## config.mk

```make
export PLATFORM = sky130hd
export DESIGN_NAME = uart_rx_fifo
export DESIGN_NICKNAME = d
export VERILOG_FILES = /design/src/rtl/uart_rx_fifo.sv
export SDC_FILE = /design/constraint.sdc
export NUM_CORES = 1
export LEC_CHECK = 0
export CAP_MARGIN = 20
export CORE_ASPECT_RATIO = 0.7
export CORE_UTILIZATION = 45
export CTS_BUF_LIST = sky130_fd_sc_hd__clkbuf_4 sky130_fd_sc_hd__clkbuf_8 sky130_fd_sc_hd__clkbuf_16
export CTS_CLUSTER_SIZE = 16
export DETAILED_ROUTE_END_ITERATION = 7
export DONT_BUFFER_PORTS = 1
export GPL_TIMING_DRIVEN = 0
export PLACE_DENSITY = 0.72
export SETUP_SLACK_MARGIN = 0.15
export SYNTH_ARGS = -nofsm -noshare
export SYNTH_HDL_FRONTEND = slang
export SYNTH_SLANG_ARGS = --single-unit
```

## constraint.sdc

```tcl
create_clock -name clk -period 4.6 [get_ports clk]
set_clock_uncertainty 0.2 [all_clocks]
set_input_delay 1.15 -clock clk [delete_from_list [all_inputs] [get_ports clk]]
set_output_delay 1.15 -clock clk [all_outputs]
set_load 0.02 [all_outputs]
```

## src/rtl/uart_rx_fifo.sv

```systemverilog
// UART receiver with input synchroniser, error flags and a show-ahead receive FIFO.
// Latency: a word reaches rd_data one cycle after the last stop-bit mid-sample.
// Backpressure: none on the line; a good word arriving while the FIFO is full (and not popped) is dropped.
//
// Ports:
//   clk, rst          system clock, synchronous active-high reset
//   rx                asynchronous serial line, idle high
//   rx_en             receiver enable; low aborts any frame in progress
//   rd_en             pop the FIFO head (ignored while empty)
//   rd_data/rd_valid  FIFO head word / FIFO non-empty
//   fifo_count        number of stored words
//   frame_err, parity_err, overrun_err   sticky error flags
//   err_clr           clears all three sticky flags (wins over a same-cycle set)
//   rx_busy           receiver is inside a frame
//
// Build option: define UART_RX_MAJORITY_EN to take each bit as the 2-of-3
// majority of three samples around the bit centre instead of a single sample.
module uart_rx_fifo #(
    parameter int CLK_FREQ   = 100_000_000,
    parameter int BAUD_RATE  = 115_200,
    parameter int DATA_BITS  = 8,
    parameter int PARITY     = 0,
    parameter int STOP_BITS  = 1,
    parameter int FIFO_DEPTH = 16
) (
    input  logic                          clk,
    input  logic                          rst,
    input  logic                          rx,
    input  logic                          rx_en,
    input  logic                          rd_en,
    output logic [DATA_BITS-1:0]          rd_data,
    output logic                          rd_valid,
    output logic [$clog2(FIFO_DEPTH):0]   fifo_count,
    output logic                          frame_err,
    output logic                          parity_err,
    output logic                          overrun_err,
    input  logic                          err_clr,
    output logic                          rx_busy
);

    localparam int CYCLE = CLK_FREQ / BAUD_RATE;
    localparam int CW    = $clog2(CYCLE);
    localparam int BW    = $clog2(DATA_BITS + 1);
    localparam int AW    = $clog2(FIFO_DEPTH);

    // Decision points of the cycle counter. In the start bit the decision is
    // at the bit centre; every later bit is decided one full bit period after
    // the previous decision, i.e. at count CYCLE-1 after the counter cleared.
`ifdef UART_RX_MAJORITY_EN
    localparam int HALF_DEC = CYCLE / 2;
`else
    localparam int HALF_DEC = CYCLE / 2 - 1;
`endif
    localparam int FULL_DEC = CYCLE - 1;

    localparam logic [CW-1:0]   C_HALF      = CW'(HALF_DEC);
    localparam logic [CW-1:0]   C_FULL      = CW'(FULL_DEC);
    localparam logic [BW-1:0]   C_LAST_DATA = BW'(DATA_BITS - 1);
    localparam logic [BW-1:0]   C_LAST_STOP = BW'(STOP_BITS - 1);
    localparam logic [AW:0]     C_DEPTH     = (AW+1)'(FIFO_DEPTH);

    typedef enum logic [2:0] {
        S_IDLE,
        S_START,
        S_DATA,
        S_PARITY,
        S_STOP
    } state_t;

    // ------------------------------------------------------------------
    // Input synchroniser
    // ------------------------------------------------------------------
    logic r_sync1;
    logic r_sync2;
    logic w_rx_s;

    always_ff @(posedge clk) begin
        if (rst) begin
            r_sync1 <= 1'b1;
            r_sync2 <= 1'b1;
        end else begin
            r_sync1 <= rx;
            r_sync2 <= r_sync1;
        end
    end

    assign w_rx_s = r_sync2;

    // ------------------------------------------------------------------
    // Receiver state and counters
    // ------------------------------------------------------------------
    state_t               r_state;
    state_t               w_state_nxt;
    logic [CW-1:0]        r_cnt;
    logic [BW-1:0]        r_bit;
    logic [DATA_BITS-1:0] r_shift;
    logic                 r_par_bad;
    logic                 r_stop_bad;

    logic                 w_tick;
    logic [CW-1:0]        w_dec;
    logic                 w_bit;
    logic                 w_par_xor;
    logic                 w_par_mismatch;
    logic                 w_frame_bad;
    logic                 w_push;
    logic                 w_ferr_set;
    logic                 w_perr_set;

    assign w_dec  = (r_state == S_START) ? C_HALF : C_FULL;
    assign w_tick = (r_state != S_IDLE) && (r_cnt == w_dec);

`ifdef UART_RX_MAJORITY_EN
    // Two early samples are held; the third is the live line at the decision.
    logic [1:0] r_maj;

    always_ff @(posedge clk) begin
        if (rst) begin
            r_maj <= 2'b11;
        end else begin
            if (r_cnt == w_dec - CW'(2)) r_maj[0] <= w_rx_s;
            if (r_cnt == w_dec - CW'(1)) r_maj[1] <= w_rx_s;
        end
    end

    assign w_bit = (r_maj[0] & r_maj[1]) | (r_maj[0] & w_rx_s) | (r_maj[1] & w_rx_s);
`else
    assign w_bit = w_rx_s;
`endif

    // Odd parity wants data^parity == 1, even wants 0.
    assign w_par_xor      = ^{r_shift, w_bit};
    assign w_par_mismatch = (PARITY == 1) ? ~w_par_xor : w_par_xor;

    assign w_frame_bad    = r_stop_bad | ~w_bit;

    always_ff @(posedge clk) begin
        if (rst) begin
            r_state <= S_IDLE;
        end else begin
            r_state <= w_state_nxt;
        end
    end

    always_comb begin
        w_state_nxt = r_state;
        w_push      = 1'b0;
        w_ferr_set  = 1'b0;
        w_perr_set  = 1'b0;

        case (r_state)
            S_IDLE: begin
                if (rx_en && !w_rx_s) w_state_nxt = S_START;
            end
            S_START: begin
                // A line back high at the centre is a glitch, not a start bit.
                if (w_tick) w_state_nxt = w_bit ? S_IDLE : S_DATA;
            end
            S_DATA: begin
                if (w_tick && (r_bit == C_LAST_DATA)) begin
                    w_state_nxt = (PARITY != 0) ? S_PARITY : S_STOP;
                end
            end
            S_PARITY: begin
                if (w_tick) w_state_nxt = S_STOP;
            end
            S_STOP: begin
                // Leave on the last stop-bit centre so the remaining half bit
                // is spent in IDLE and a back-to-back start edge is seen.
                if (w_tick && (r_bit == C_LAST_STOP)) begin
                    w_state_nxt = S_IDLE;
                    w_ferr_set  = w_frame_bad;
                    w_perr_set  = r_par_bad;
                    w_push      = ~(w_frame_bad | r_par_bad);
                end
            end
            default: w_state_nxt = S_IDLE;
        endcase

        // Disabling the receiver abandons the frame silently.
        if (!rx_en && (r_state != S_IDLE)) begin
            w_state_nxt = S_IDLE;
            w_push      = 1'b0;
            w_ferr_set  = 1'b0;
            w_perr_set  = 1'b0;
        end
    end

    always_ff @(posedge clk) begin
        if (rst) begin
            r_cnt      <= '0;
            r_bit      <= '0;
            r_shift    <= '0;
            r_par_bad  <= 1'b0;
            r_stop_bad <= 1'b0;
        end else begin
            if ((w_state_nxt != r_state) || (r_state == S_IDLE)) begin
                r_cnt <= '0;
                r_bit <= '0;
            end else if (w_tick) begin
                r_cnt <= '0;
                r_bit <= r_bit + 1'b1;
            end else begin
                r_cnt <= r_cnt + 1'b1;
            end

            // LSB arrives first, so shift in from the top.
            if (w_tick && (r_state == S_DATA)) begin
                r_shift <= {w_bit, r_shift[DATA_BITS-1:1]};
            end

            if (r_state == S_IDLE) begin
                r_par_bad  <= 1'b0;
                r_stop_bad <= 1'b0;
            end else begin
                if (w_tick && (r_state == S_PARITY)) r_par_bad <= w_par_mismatch;
                if (w_tick && (r_state == S_STOP) && !w_bit) r_stop_bad <= 1'b1;
            end
        end
    end

    assign rx_busy = (r_state != S_IDLE);

    // ------------------------------------------------------------------
    // Receive FIFO
    // ------------------------------------------------------------------
    logic [DATA_BITS-1:0] r_mem [FIFO_DEPTH];
    logic [AW-1:0]        r_wr_ptr;
    logic [AW-1:0]        r_rd_ptr;
    logic [AW:0]          r_count;

    logic                 w_full;
    logic                 w_pop;
    logic                 w_wr;
    logic                 w_ovr;

    assign w_full = (r_count == C_DEPTH);
    assign w_pop  = rd_en && (r_count != '0);
    // A simultaneous pop frees the slot, so a push into a full FIFO is kept.
    assign w_wr   = w_push && (!w_full || w_pop);
    assign w_ovr  = w_push && w_full && !w_pop;

    always_ff @(posedge clk) begin
        if (rst) begin
            r_wr_ptr <= '0;
            r_rd_ptr <= '0;
            r_count  <= '0;
        end else begin
            if (w_wr)  r_wr_ptr <= r_wr_ptr + 1'b1;
            if (w_pop) r_rd_ptr <= r_rd_ptr + 1'b1;
            case ({w_wr, w_pop})
                2'b10:   r_count <= r_count + 1'b1;
                2'b01:   r_count <= r_count - 1'b1;
                default: r_count <= r_count;
            endcase
        end
    end

    // Storage carries no reset; rd_data is masked while the FIFO is empty.
    always_ff @(posedge clk) begin
        if (w_wr) r_mem[r_wr_ptr] <= r_shift;
    end

    assign rd_valid   = (r_count != '0);
    assign rd_data    = rd_valid ? r_mem[r_rd_ptr] : '0;
    assign fifo_count = r_count;

    // ------------------------------------------------------------------
    // Sticky error flags
    // ------------------------------------------------------------------
    logic r_frame_err;
    logic r_parity_err;
    logic r_overrun_err;

    always_ff @(posedge clk) begin
        if (rst || err_clr) begin
            r_frame_err   <= 1'b0;
            r_parity_err  <= 1'b0;
            r_overrun_err <= 1'b0;
        end else begin
            r_frame_err   <= r_frame_err   | w_ferr_set;
            r_parity_err  <= r_parity_err  | w_perr_set;
            r_overrun_err <= r_overrun_err | w_ovr;
        end
    end

    assign frame_err   = r_frame_err;
    assign parity_err  = r_parity_err;
    assign overrun_err = r_overrun_err;

endmodule

```

[Yosys cells after proc, flatten, opt, wreduce, memory -nomap -nowiden]
Memory sizes are Yosys's and may differ from the RTL's. A register that Yosys moved wholly into a read port is not among the register bits.
Cells that the tools add are included.
Cells by class
  add/sub/neg operators: 6
  equality and inequality tests: 10
  muxes and demuxes: 24
  bitwise operators: 7
  reduce and logical (&&, ||, !) cells: 29
Operators by type and width (number)
  3-bit 2-to-1 mux: 6
  3-bit case mux with 5 select lines: 1
  1-bit logical AND: 13
  4-bit by 1-bit adder with 4-bit output (second input constant): 3
  1-bit 2-to-1 mux: 11
  10-bit by 1-bit adder with 10-bit output (second input constant): 1
  10-bit equality test: 1
  10-bit 2-to-1 mux: 1
  5-bit case mux with 2 select lines: 1
  9-bit parity: 1
  4-bit 2-to-1 mux: 2
  8-bit 2-to-1 mux: 1
  3-bit by 2-bit equality test with 1-bit output (second input constant): 2
  5-bit by 1-bit adder with 5-bit output (second input constant): 1
  5-bit equality test (second input constant): 1
  1-bit bitwise OR: 5
  5-bit nonzero test: 1
  5-bit by 1-bit subtractor with 5-bit output (second input constant): 1
  4-bit by 3-bit equality test with 1-bit output (second input constant): 1
  1-bit zero test: 4
  4-bit zero test: 1
  2-bit OR reduction: 2
  3-bit by 1-bit equality test with 1-bit output (second input constant): 1
  3-bit equality test (second input constant): 1
  10 further kinds: 13
Storage, ports and cells
  flip-flop bits (word level): 45
  RAM bits: 128
  input bits: 6
  output and inout port bits: 18
  word-level logic and storage cells: 91
  memories: 1
Memories
  r_mem: words 16, bits a word 8, rd ports 1, clocked after Yosys merged registers in 1, wr ports 1, RTL line 227  | logic [DATA_BITS-1:0] r_mem [FIFO_DEPTH];

[Logic depth before layout (Yosys ltp)]
  depth in word-level cells: 11
  gate-level depth with buffers: 12
  depth with buffers taken out: 11

[Least setup slack after synthesis]
OpenSTA, ideal clock, no wires.
  path kind: input to register
  start: input port rx_en
  end: register r_count[4], in the netlist fifo_count[4]
  library setup time: 0.123 ns
  arrival time: 3.227 ns
  required time: 4.277 ns
  path slack: 1.049 ns
  stages on the path: 9
  path through: and4bb_2 > nand3_1 > o31a_2 > buf_2 > fa_1 > a21o_1 > a21oi_1 > mux2i_1 > mux2_1
Between the ends
  word-level cells in the longest chain between the ends: 6
Ends and longest elaborated chain
  from (decl): RTL line 29  | input logic rx_en,
  1-bit zero test *: RTL line 181  | if (!rx_en && (r_state != S_IDLE)) begin
  1-bit logical AND *: RTL line 181
  1-bit 2-to-1 mux *: RTL line 181
  1-bit logical AND *: RTL line 240  | assign w_wr = w_push && (!w_full || w_pop);
  2-bit by 1-bit equality test with 1-bit output / 2-bit equality test (equally long branches): RTL line 251  | case ({w_wr, w_pop})
  5-bit case mux with 2 select lines / 2-bit nonzero test (equally long branches)
  to (signal assigned): RTL line 252  | 2'b10: r_count <= r_count + 1'b1;
  to (signal assigned): RTL line 253  | 2'b01: r_count <= r_count - 1'b1;
  to (signal assigned): RTL line 254  | default: r_count <= r_count;
  to (decl): RTL line 230  | logic [AW:0] r_count;
Every way passes the cells marked *; elsewhere a longest branch is shown, timed or not.
A chain may end at the register's enable or synchronous reset.

==> impl_metrics.yaml <==
setup_path:
  crit_top_cell: "mux4_2"
  required_ps: 3250
  worstPathArrival_ps: 2830
  path_class: "reg -> out"
  worstPathCellList: "clkbuf_1, buf_2, mux4_2, mux4_2, nor2b_1"
  worst_setup_path_end_kind: "primary output"
  slowest_delay_ps: 620
  crit_fanout: 10
  crit_slowest_cell: "mux4_2"
  crit_family: "multiplexers"
  path_buf_inv: 2
  startpoint_type: "register"
floorplanning:
  core_mm2: 0.0158
  die_w_um: 155
  floorplan.die_area_mm2: 0.0169
  start_util_pct: 46.8
  row_count: 38
  die_y_um: 109
  ios: 24
placement:
  place.gp.congestion: 0.874
  io_buffer_count: 0
  hpwl_mm: 9.67
timing:
  tightest_slew_ps: 953
  max_freq_mhz: 239
  rsz0062_at_grt: "false"
  timing.setup.tns_ps: 0
  drv_slew: 0
  finalCritPeriodShare_pct: 90.8
  slew_headroom_pct: 36.1
  hold_violations: 0
  setup_viol: 0
  fin_crit_ps: 4180
  finalHoldWorstSlack_ps: 222
synth:
  synthesis.area_mm2: 0.00739
  synth.yosys.seq_area_share_pct: 65.3
  yosysMostFrequentCell: "edfxtp_1"
  async_reset_ff_share_pct: 0
  synth_largest_area_cell: "edfxtp_1"
  synth_edf_count: 128
  ys_top_cells_by_area: "edfxtp_1 52%, dfxtp_1 13%, mux4_2 12%"
  syn_area_per_cell_um2: 15.9
  ys.flop_type: "edfxtp_1"
  synthCells: 465
  synth.cells.most_frequent: "128 x edfxtp_1, 49 x dfxtp_1, 40 x mux4_2"
  ys_seq_elements: 177
  synth_top_area_share_pct: 52.0
  synth_cell_types: 56
  yosysWarnings: 0
  synthesis.nets: 483
route:
  ant_nets: 0
  vias: 4058
  drtIter0Drc: 375
  avgViaCountPerCell: 5.66
  drt-pass1-iter-count: 6
  wl_per_cell_um: 20.5
  drt-total-wl_mm: 14.7
  drc: 0
power_and_ir_drop:
  p_per_area_mw_per_mm2: 456
  p_leak_nw: 2.65
  power.total_mw: 3.76
  ir_worst_vdd_mv: 0.292
flow_run:
  max_cap_violations: 0
cts:
  cts_buffers: 17
  cts.path.max_buffers: 2
  cts_max_level: 4
  clock_sinks: 177
  root_buffer: "clkbuf_16"
  clk_pin_slew_ps: 70
  cts_setup_buffers: 0
  cts_tree: "done"
  ctsResizeCount: 0
  cts_hold_buf: 0
  insertion_delay_ps: 430
global_routing:
  grt_max_degree: 20
  grt_pass1_wl_mm: 23.3
  antenna_found_initial: 1
  grt_pass1_vias: 4112
  grt_usage_pct: 19.1
  grt_overflow: 0
outcome:
  run_status: "completed"
finish:
  area_delta_synth_final_pct: 11.5
  final_nets: 502
  layout-drive-gt1-share_pct: 18.5
  post-route-util_pct: 52.2
  n_fill_cell: 1291
worst_hold_path:
  min_path_type: "reg -> reg"
## area by class of cell
class                   instances  area [um^2]  area share, %
multi-input cells             257         2450           29.7
clock buffers                  17          425           5.16
plain buffers                  18         75.1          0.911
inverters                      13         48.8          0.592
diodes                          1         2.50         0.0304
well taps                     220          275           3.34
clock inverters                14          140           1.70
flip-flops and latches        177         4820           58.6
## registers in the layout (all words and copies together), names as in the netlist, 3 cells and up, named ones only
register,cells
r_rd_ptr,4
fifo_count,5
r_shift,8
r_state,3
r_wr_ptr,4
r_bit,4
r_cnt,10
r_mem,128
## stage by stage
step	cell area (um^2)	setup slack (ps)	std cells
after floorplan	7390	1050	465
after global placement	7670	852	685
after detailed placement	7670	841	685
after CTS	8240	386	716
after global routing	8240	277	717
final	8240	423	717
## final timing paths
| check | end | from | slack, ps | cells past startpoint |
|---|---|---|---|---|
| setup / recovery | rd_data[0] | register | 420 | 5 |
| hold / removal | r_sync2 | r_sync1 | 220 | 1 |
| setup reg to reg | fifo_count[4] | r_state[2] | 1060 | 10 |
| hold reg to reg | r_sync2 | r_sync1 | 220 | 1 |
## cell usage in the layout (no fill, tap or decap), types with 9 or more instances in the layout
| cell | n |
|---|---|
| a21oi_1 | 9 |
| and3_1 | 16 |
| clkbuf_1 | 10 |
| clkbuf_16 | 17 |
| dfxtp_1 | 49 |
| edfxtp_1 | 128 |
| ha_1 | 11 |
| inv_1 | 13 |
| mux2i_1 | 13 |
| mux4_2 | 40 |
| nand3_1 | 12 |
| nor2_1 | 37 |
| nor2b_1 | 13 |
| nor3_1 | 15 |
| xnor2_1 | 14 |
| xor2_1 | 9 |
## cells by family (layout without fill, tap and decap cells)
group,Yosys count,count (layout),synth area share (%)
xor gates and xnor gates,24,24,3.03
DFF,177,177,65.3
adders and majority gates,13,13,2.27
buffers and inverters,31,62,1.68
other,0,1,0
and+or+nand+nor,127,127,9.72
AOI/OAI and AO/OA,38,38,3.78
muxes,55,55,14.3
## per-layer routing
metal | track usage, % | routed length (um) | vias up | part of all wire, %
met5 | 0 | 0 | - | 0
met3 | 3.97 | 843 | 14 | 5.7
met2 | 30.8 | 7050 | 106 | 48
met1 | 26.5 | 6640 | 2088 | 45
met4 | 5.39 | 130 | 0 | 0.89
li1 | - | - | 1850 | -
## report_power, final
| part | switching (mW) | internal, mW | total (mW) |
|---|---|---|---|
| registers | 0.0400 | 1.71 | 1.75 |
| logic | 0.356 | 0.276 | 0.632 |
| clock network | 0.658 | 0.719 | 1.38 |
Note: power is estimated with default switching activity, not from simulation.
